$ cat src/rtl/pc_pkg.sv
// Shared types and helpers for the fetch-stage PC/prediction logic.
// The branch target buffer is only built when PC_PREDICT_BTB_EN is defined.
package pc_pkg;

  typedef enum logic [1:0] {
    PCSRC_SEQ    = 2'b00,
    PCSRC_TARGET = 2'b01,
    PCSRC_ALU    = 2'b10
  } pcsrc_e;

  localparam int CTR_W = 2;

  localparam logic [CTR_W-1:0] CTR_SNT = 2'b00;
  localparam logic [CTR_W-1:0] CTR_WNT = 2'b01;
  localparam logic [CTR_W-1:0] CTR_WT  = 2'b10;
  localparam logic [CTR_W-1:0] CTR_ST  = 2'b11;

  // Saturating up/down step of a CTR_W-bit confidence counter.
  function automatic logic [CTR_W-1:0] sat_ctr(input logic [CTR_W-1:0] ctr,
                                               input logic             inc);
    logic [CTR_W-1:0] res;
    if (inc) begin
      res = (ctr == {CTR_W{1'b1}}) ? ctr : ctr + CTR_W'(1);
    end else begin
      res = (ctr == {CTR_W{1'b0}}) ? ctr : ctr - CTR_W'(1);
    end
    return res;
  endfunction

endpackage

$ cat src/rtl/pc_btb.sv
// Direct-mapped branch target buffer with 2-bit saturating counters.
// Lookup is combinational on the fetch PC; training from execute is
// registered, so a same-index lookup sees the pre-update contents.
// Instantiated by pc_predict_unit only when PC_PREDICT_BTB_EN is defined.
module pc_btb
  import pc_pkg::*;
#(
  parameter int XLEN        = 32,
  parameter int BTB_ENTRIES = 16
) (
  input  logic            clk,
  input  logic            rst,
  input  logic [XLEN-1:0] lookup_pc,
  input  logic            upd_en,
  input  logic [XLEN-1:0] upd_pc,
  input  logic            upd_taken,
  input  logic [XLEN-1:0] upd_target,
  output logic            pred_taken,
  output logic [XLEN-1:0] pred_target
);

  localparam int IDXW  = $clog2(BTB_ENTRIES);
  localparam int TAG_W = XLEN - IDXW - 2;
  localparam int TGT_W = XLEN - 2;

  logic [BTB_ENTRIES-1:0]                 valid_q, valid_d;
  logic [BTB_ENTRIES-1:0][CTR_W-1:0]      ctr_q, ctr_d;
  logic [BTB_ENTRIES-1:0][TAG_W-1:0]      tag_q, tag_d;
  logic [BTB_ENTRIES-1:0][TGT_W-1:0]      target_q, target_d;

  logic [IDXW-1:0]  lidx, uidx;
  logic [TAG_W-1:0] ltag, utag;
  logic             lhit, uhit;

  // Byte-offset bits never participate in indexing or targets.
  logic unused_low_bits;
  assign unused_low_bits = ^{lookup_pc[1:0], upd_pc[1:0], upd_target[1:0]};

  assign lidx = lookup_pc[IDXW+1:2];
  assign ltag = lookup_pc[XLEN-1:IDXW+2];
  assign uidx = upd_pc[IDXW+1:2];
  assign utag = upd_pc[XLEN-1:IDXW+2];

  // Combinational lookup of the current fetch PC.
  always_comb begin
    lhit        = valid_q[lidx] && (tag_q[lidx] == ltag);
    pred_taken  = lhit && ctr_q[lidx][1];
    pred_target = pred_taken ? {target_q[lidx], 2'b00} : '0;
  end

  // Next-state of the entry array from a resolved execute-stage update.
  always_comb begin
    valid_d  = valid_q;
    ctr_d    = ctr_q;
    tag_d    = tag_q;
    target_d = target_q;
    uhit     = valid_q[uidx] && (tag_q[uidx] == utag);
    if (upd_en) begin
      if (uhit) begin
        ctr_d[uidx] = sat_ctr(ctr_q[uidx], upd_taken);
        if (upd_taken) begin
          target_d[uidx] = upd_target[XLEN-1:2];
        end
      end else if (upd_taken) begin
        valid_d[uidx]  = 1'b1;
        tag_d[uidx]    = utag;
        target_d[uidx] = upd_target[XLEN-1:2];
        ctr_d[uidx]    = CTR_WT;
      end
    end
  end

  // Valid bits and counters: cleared to empty / weakly-not-taken on reset.
  always_ff @(posedge clk or posedge rst) begin
    if (rst) begin
      valid_q <= '0;
      ctr_q   <= {BTB_ENTRIES{CTR_WNT}};
    end else begin
      valid_q <= valid_d;
      ctr_q   <= ctr_d;
    end
  end

  // Tag and target payload; meaningless until the entry's valid bit is set.
  always_ff @(posedge clk) begin
    tag_q    <= tag_d;
    target_q <= target_d;
  end

endmodule

$ cat src/rtl/pc_predict_unit.sv
// Fetch-stage program counter: PC register, next-PC selection with
// redirect > stall > prediction > sequential priority.
// Define PC_PREDICT_BTB_EN to build the branch target buffer; without it
// the unit is a static not-taken PC and the update ports are ignored.
module pc_predict_unit
  import pc_pkg::*;
#(
  parameter int              XLEN         = 32,
  parameter logic [XLEN-1:0] RESET_VECTOR = '0,
  parameter int              BTB_ENTRIES  = 16
) (
  input  logic            clk,
  input  logic            rst,
  input  logic            StallF,
  input  logic [1:0]      PCSrc,
  input  logic [XLEN-1:0] PCTarget,
  input  logic [XLEN-1:0] ALUResult,
  input  logic            UpdateE,
  input  logic [XLEN-1:0] UpdatePCE,
  input  logic            UpdateTakenE,
  input  logic [XLEN-1:0] UpdateTargetE,
  output logic [XLEN-1:0] PC,
  output logic [XLEN-1:0] PCPlus4,
  output logic            PredTakenF,
  output logic [XLEN-1:0] PredTargetF
);

  logic [XLEN-1:0] pc_q, pc_d;

  // jalr targets are word-aligned by dropping the two low bits.
  logic unused_alu_low;
  assign unused_alu_low = ^ALUResult[1:0];

  assign PC      = pc_q;
  assign PCPlus4 = pc_q + XLEN'(4);

`ifdef PC_PREDICT_BTB_EN
  pc_btb #(
    .XLEN        (XLEN),
    .BTB_ENTRIES (BTB_ENTRIES)
  ) u_btb (
    .clk         (clk),
    .rst         (rst),
    .lookup_pc   (pc_q),
    .upd_en      (UpdateE),
    .upd_pc      (UpdatePCE),
    .upd_taken   (UpdateTakenE),
    .upd_target  (UpdateTargetE),
    .pred_taken  (PredTakenF),
    .pred_target (PredTargetF)
  );
`else
  logic unused_update;
  assign unused_update = ^{UpdateE, UpdatePCE, UpdateTakenE, UpdateTargetE};
  assign PredTakenF    = 1'b0;
  assign PredTargetF   = '0;
`endif

  // Next-PC selection: redirects win over stall, stall over prediction.
  always_comb begin
    pc_d = PCPlus4;
    if (PCSrc == PCSRC_TARGET) begin
      pc_d = PCTarget;
    end else if (PCSrc == PCSRC_ALU) begin
      pc_d = {ALUResult[XLEN-1:2], 2'b00};
    end else if (StallF) begin
      pc_d = pc_q;
    end else if (PredTakenF) begin
      pc_d = PredTargetF;
    end
  end

  // PC register, loaded with the reset vector immediately on reset.
  always_ff @(posedge clk or posedge rst) begin
    if (rst) begin
      pc_q <= RESET_VECTOR;
    end else begin
      pc_q <= pc_d;
    end
  end

endmodule
$ cat config.mk
export PLATFORM = sky130hd
export DESIGN_NAME = pc_predict_unit
export DESIGN_NICKNAME = d
export VERILOG_FILES = /design/src/rtl/pc_pkg.sv /design/src/rtl/pc_btb.sv /design/src/rtl/pc_predict_unit.sv
export SDC_FILE = /design/constraint.sdc
export NUM_CORES = 1
export LEC_CHECK = 0
export BUFFER_PORTS_ARGS = -buffer_cell sky130_fd_sc_hd__buf_4
export CAP_MARGIN = 15
export CORE_ASPECT_RATIO = 0.7
export CORE_MARGIN = 3
export CORE_UTILIZATION = 25
export CTS_CLUSTER_DIAMETER = 60
export DETAILED_ROUTE_END_ITERATION = 12
export MAX_ROUTING_LAYER = met4
export PLACE_DENSITY = 0.56
export SYNTH_ARGS = -nofsm -noshare
export SYNTH_HDL_FRONTEND = slang
export SYNTH_SLANG_ARGS = --single-unit
$ cat constraint.sdc
create_clock -name clk -period 1.9 [get_ports clk]
set_input_delay 0.095 -clock clk [delete_from_list [all_inputs] [get_ports clk]]
set_output_delay 0.095 -clock clk [all_outputs]
set_load 0.05 [all_outputs]
==> flow_summary.yaml <==
finish:
  post-route-util_pct: 48.7
  layout.nets: 673
  syn_to_final_growth_pct: 86.0
  largest_register_ffs: 32
  diodes: 0
  drive_gt1_share_pct: 55.2
  layout.cells.non_filler: 684
route:
  drcViolationCount: 0
  firstDrtPassIters: 5
  viasPerCell: 4.53
  wl_per_cell_um: 15.0
  wl_um: 10200
  num_vias: 3100
  drtIter0Drc: 121
  drtAntennaViolNets: 0
critical_path:
  arrival_ps: 1880
  critPathKind: "reg -> out"
  r2r-end: "PC[27]$_DFFE_PP0P_"
  slowest_delay_ps: 410
  endpoint: "PCPlus4[27]"
  crit_path_end_kind: "primary output"
  r2r_cells: 7
  start_kind: "flop"
  critPathLaunch: "PC[7]$_DFFE_PP0P_"
  worstSetupPathDepth: 6
  rrSetupSlack_ps: 0
  critPathRequiredTime_ps: 1800
  reg2reg_from: "PC[7]$_DFFE_PP0P_"
  crit_buf_inv: 2
  cp_slowest_cell: "dfrtp_2"
  critPathTopFamily: "simple AND/OR/NAND/NOR gates"
  crit_chain: "nand4_4 -> nor4_4 -> buf_6 -> nand4_1 -> xnor2_4 -> buf_6"
  path_max_fanout: 7
  crit_top_cell: "buf_6"
timing:
  fin_crit_ps: 1980
  fin_hold_ws_ps: 22.8
  hold_viol: 0
  grt_setup_unrepaired: "yes"
  tns_ps: -400
  period_share_pct: 104
  setup_viol: 11
  maxSlewViolCount: 0
  max_freq_mhz: 506
  fin_ws_ps: -75.7
  fin_skew_ps: 7.44
floorplan:
  start_util_pct: 26.2
  die_w_um: 132
  row_count: 31
  die-area_mm2: 0.0124
  core_mm2: 0.0106
  dieHeight_um: 94.1
  boundaryPins: 232
cts:
  clk_latency_ps: 280
  clk_root_buffer_cell: "clkbuf_16"
  cts.htree.levels: 2
  cts.sinks: 32
  clock_path_buffers: 2
  clk_pin_slew_ps: 60
  cts_buffers: 5
  cts_tree: "built"
power_and_ir_drop:
  p_leak_nw: 2.36
  max-vdd-ir-drop_mv: 1.19
  power.density_mw_per_mm2: 887
synth:
  ys_types: 46
  ys_ff_latch: 32
  synth_top_area_share_pct: 28.9
  ys_warn_count: 0
  avgSynthCellArea_um2: 7.93
  syn_area_mm2: 0.00277
  yosysSeqAreaShare_pct: 28.9
  synth_top_area_cell: "dfrtp_1"
  ys_top_cells_by_area: "dfrtp_1 29%, buf_4 9.5%, xnor2_1 7.3%"
  postSynthCellCount: 350
global_route:
  grt_usage_pct: 16.4
  grt_pass1_vias: 3062
  grt-ovfl-total: 0
  antenna_found_initial: 0
  grt_pass1_wl_um: 15900
  grt_start_max_net_pins: 36
place:
  dp.cells: 653
  place_hpwl_um: 7900
  place_ws_ps: -3.90
  io_buffers: 130
  gp_congestion: 0.831
job:
  cap_violations: 0
outcome:
  violations: "setup timing"
  run_status: "finished with violations"
hold_path:
  hp-class: "in -> reg"
-- cell usage in the layout (no fill, tap or decap), types with 6 or more instances in the layout --
master / n
o21ai_0: 10
a21oi_1: 27
buf_6: 33
xnor2_4: 11
nor2_1: 33
dfrtp_2: 24
a221o_1: 8
xor2_1: 7
xnor2_2: 7
xor2_4: 6
nand2_1: 28
nand4_1: 8
a221oi_1: 7
buf_4: 166
mux2i_1: 8
conb_1: 33
dfrtp_1: 6
nand2b_1: 8
o22ai_1: 8
inv_1: 10
-- metrics by stage --
stage	power (mW)	area [µm²]
2_1_floorplan	2.80	3350
3_3_place_gp	3.61	4540
3_5_place_dp	3.62	4540
4_1_cts	4.53	4920
6_report	4.58	5160
5_1_grt	4.80	5160
-- repair_timing --
item                       in CTS  in global routing
hold endpoints to repair       32                  0
hold buffers                    1                  0
pin swaps                      20                 12
resized for setup              35                 31
buffers inserted                9                 13
cloned                          0                  0
setup endpoints to repair      20                 24
-- area by class of cell --
cell class	instances	area (µm²)
Sequential cell	32	838
Fill cell	993	5430
Multi-Input combinational cell	284	2310
Tap cell	148	185
Timing Repair Buffer	201	1650
Clock inverter	1	5.00
Clock buffer	7	133
Inverter	11	41.3
-- layer usage --
layer | global-route usage [%] | vias to the layer above | share of wire, %
met1 | 21.8 | 1453 | 48
met3 | 3.64 | 9 | 5.3
li1 | - | 1540 | -
met5 | - | - | 0
met4 | 2.36 | 0 | 0.61
met2 | 26.5 | 98 | 46
-- synthesized netlist by cell type, drive strengths merged --
cell type	n
nand4b	1
and3	5
a22oi	3
inv	10
mux2i	8
o31a	1
o21a	2
and4	1
dfrtp	32
xnor2	23
nor2b	2
nor2	38
a221oi	7
conb	1
nand3b	2
ha	3
clkinv	1
xor2	14
nand4	10
o2bb2ai	1
nand2	31
a221o	8
nor3	7
nand3	15
o221a	1
mux2	1
or2	2
o211ai	2
a21oi	27
o21ai	12
nor3b	1
clkbuf	14
o22ai	8
buf	41
nor4	3
nand2b	8
o31ai	4
-- cell families (layout without fill, tap and decap cells) --
logic type	count (synthesis)	count (layout)	synth area share (%)
AND/OR/NAND/NOR	126	126	22.9
AO/OA/AOI/OAI	76	76	18.0
buffers and inverters	66	220	13.8
XOR/XNOR	37	37	11.7
flip-flops	32	32	28.9
multiplexers	9	9	3.29
adder cells (fa/ha/maj)	3	3	1.35
other	1	33	0.135
-- worst reg2reg max path, stage by stage, from the launching register on --
cell and delay [ps]:
dfrtp_2 410, nand4_4 120, nor4_4 270, buf_6 170
nand4_1 200, xnor2_4 220, buf_6 120, a221o_1 280
-- where the power goes --
| group | internal (mW) | switching, mW | leakage, nW |
|---|---|---|---|
| Combinational | 1.05 | 1.80 | 1.93 |
| Clock | 0.484 | 0.289 | 0.0679 |
| Sequential | 0.816 | 0.134 | 0.355 |
-- worst min-delay path by stage --
stage / start / to / slack (ps) / cells after the start
floorplan: rst / PC[0]$_DFFE_PP0P_ / 210 / 1
global placement: rst / PC[0]$_DFFE_PP0P_ / 240 / 3
detailed placement: rst / PC[5]$_DFFE_PP0P_ / 230 / 3
CTS: PCTarget[2] / PC[2]$_DFFE_PP0P_ / 20 / 2
global route: PCTarget[2] / PC[2]$_DFFE_PP0P_ / 40 / 2
finish: PCTarget[2] / PC[2]$_DFFE_PP0P_ / 20 / 2
Power figures use the tool's default switching activity.
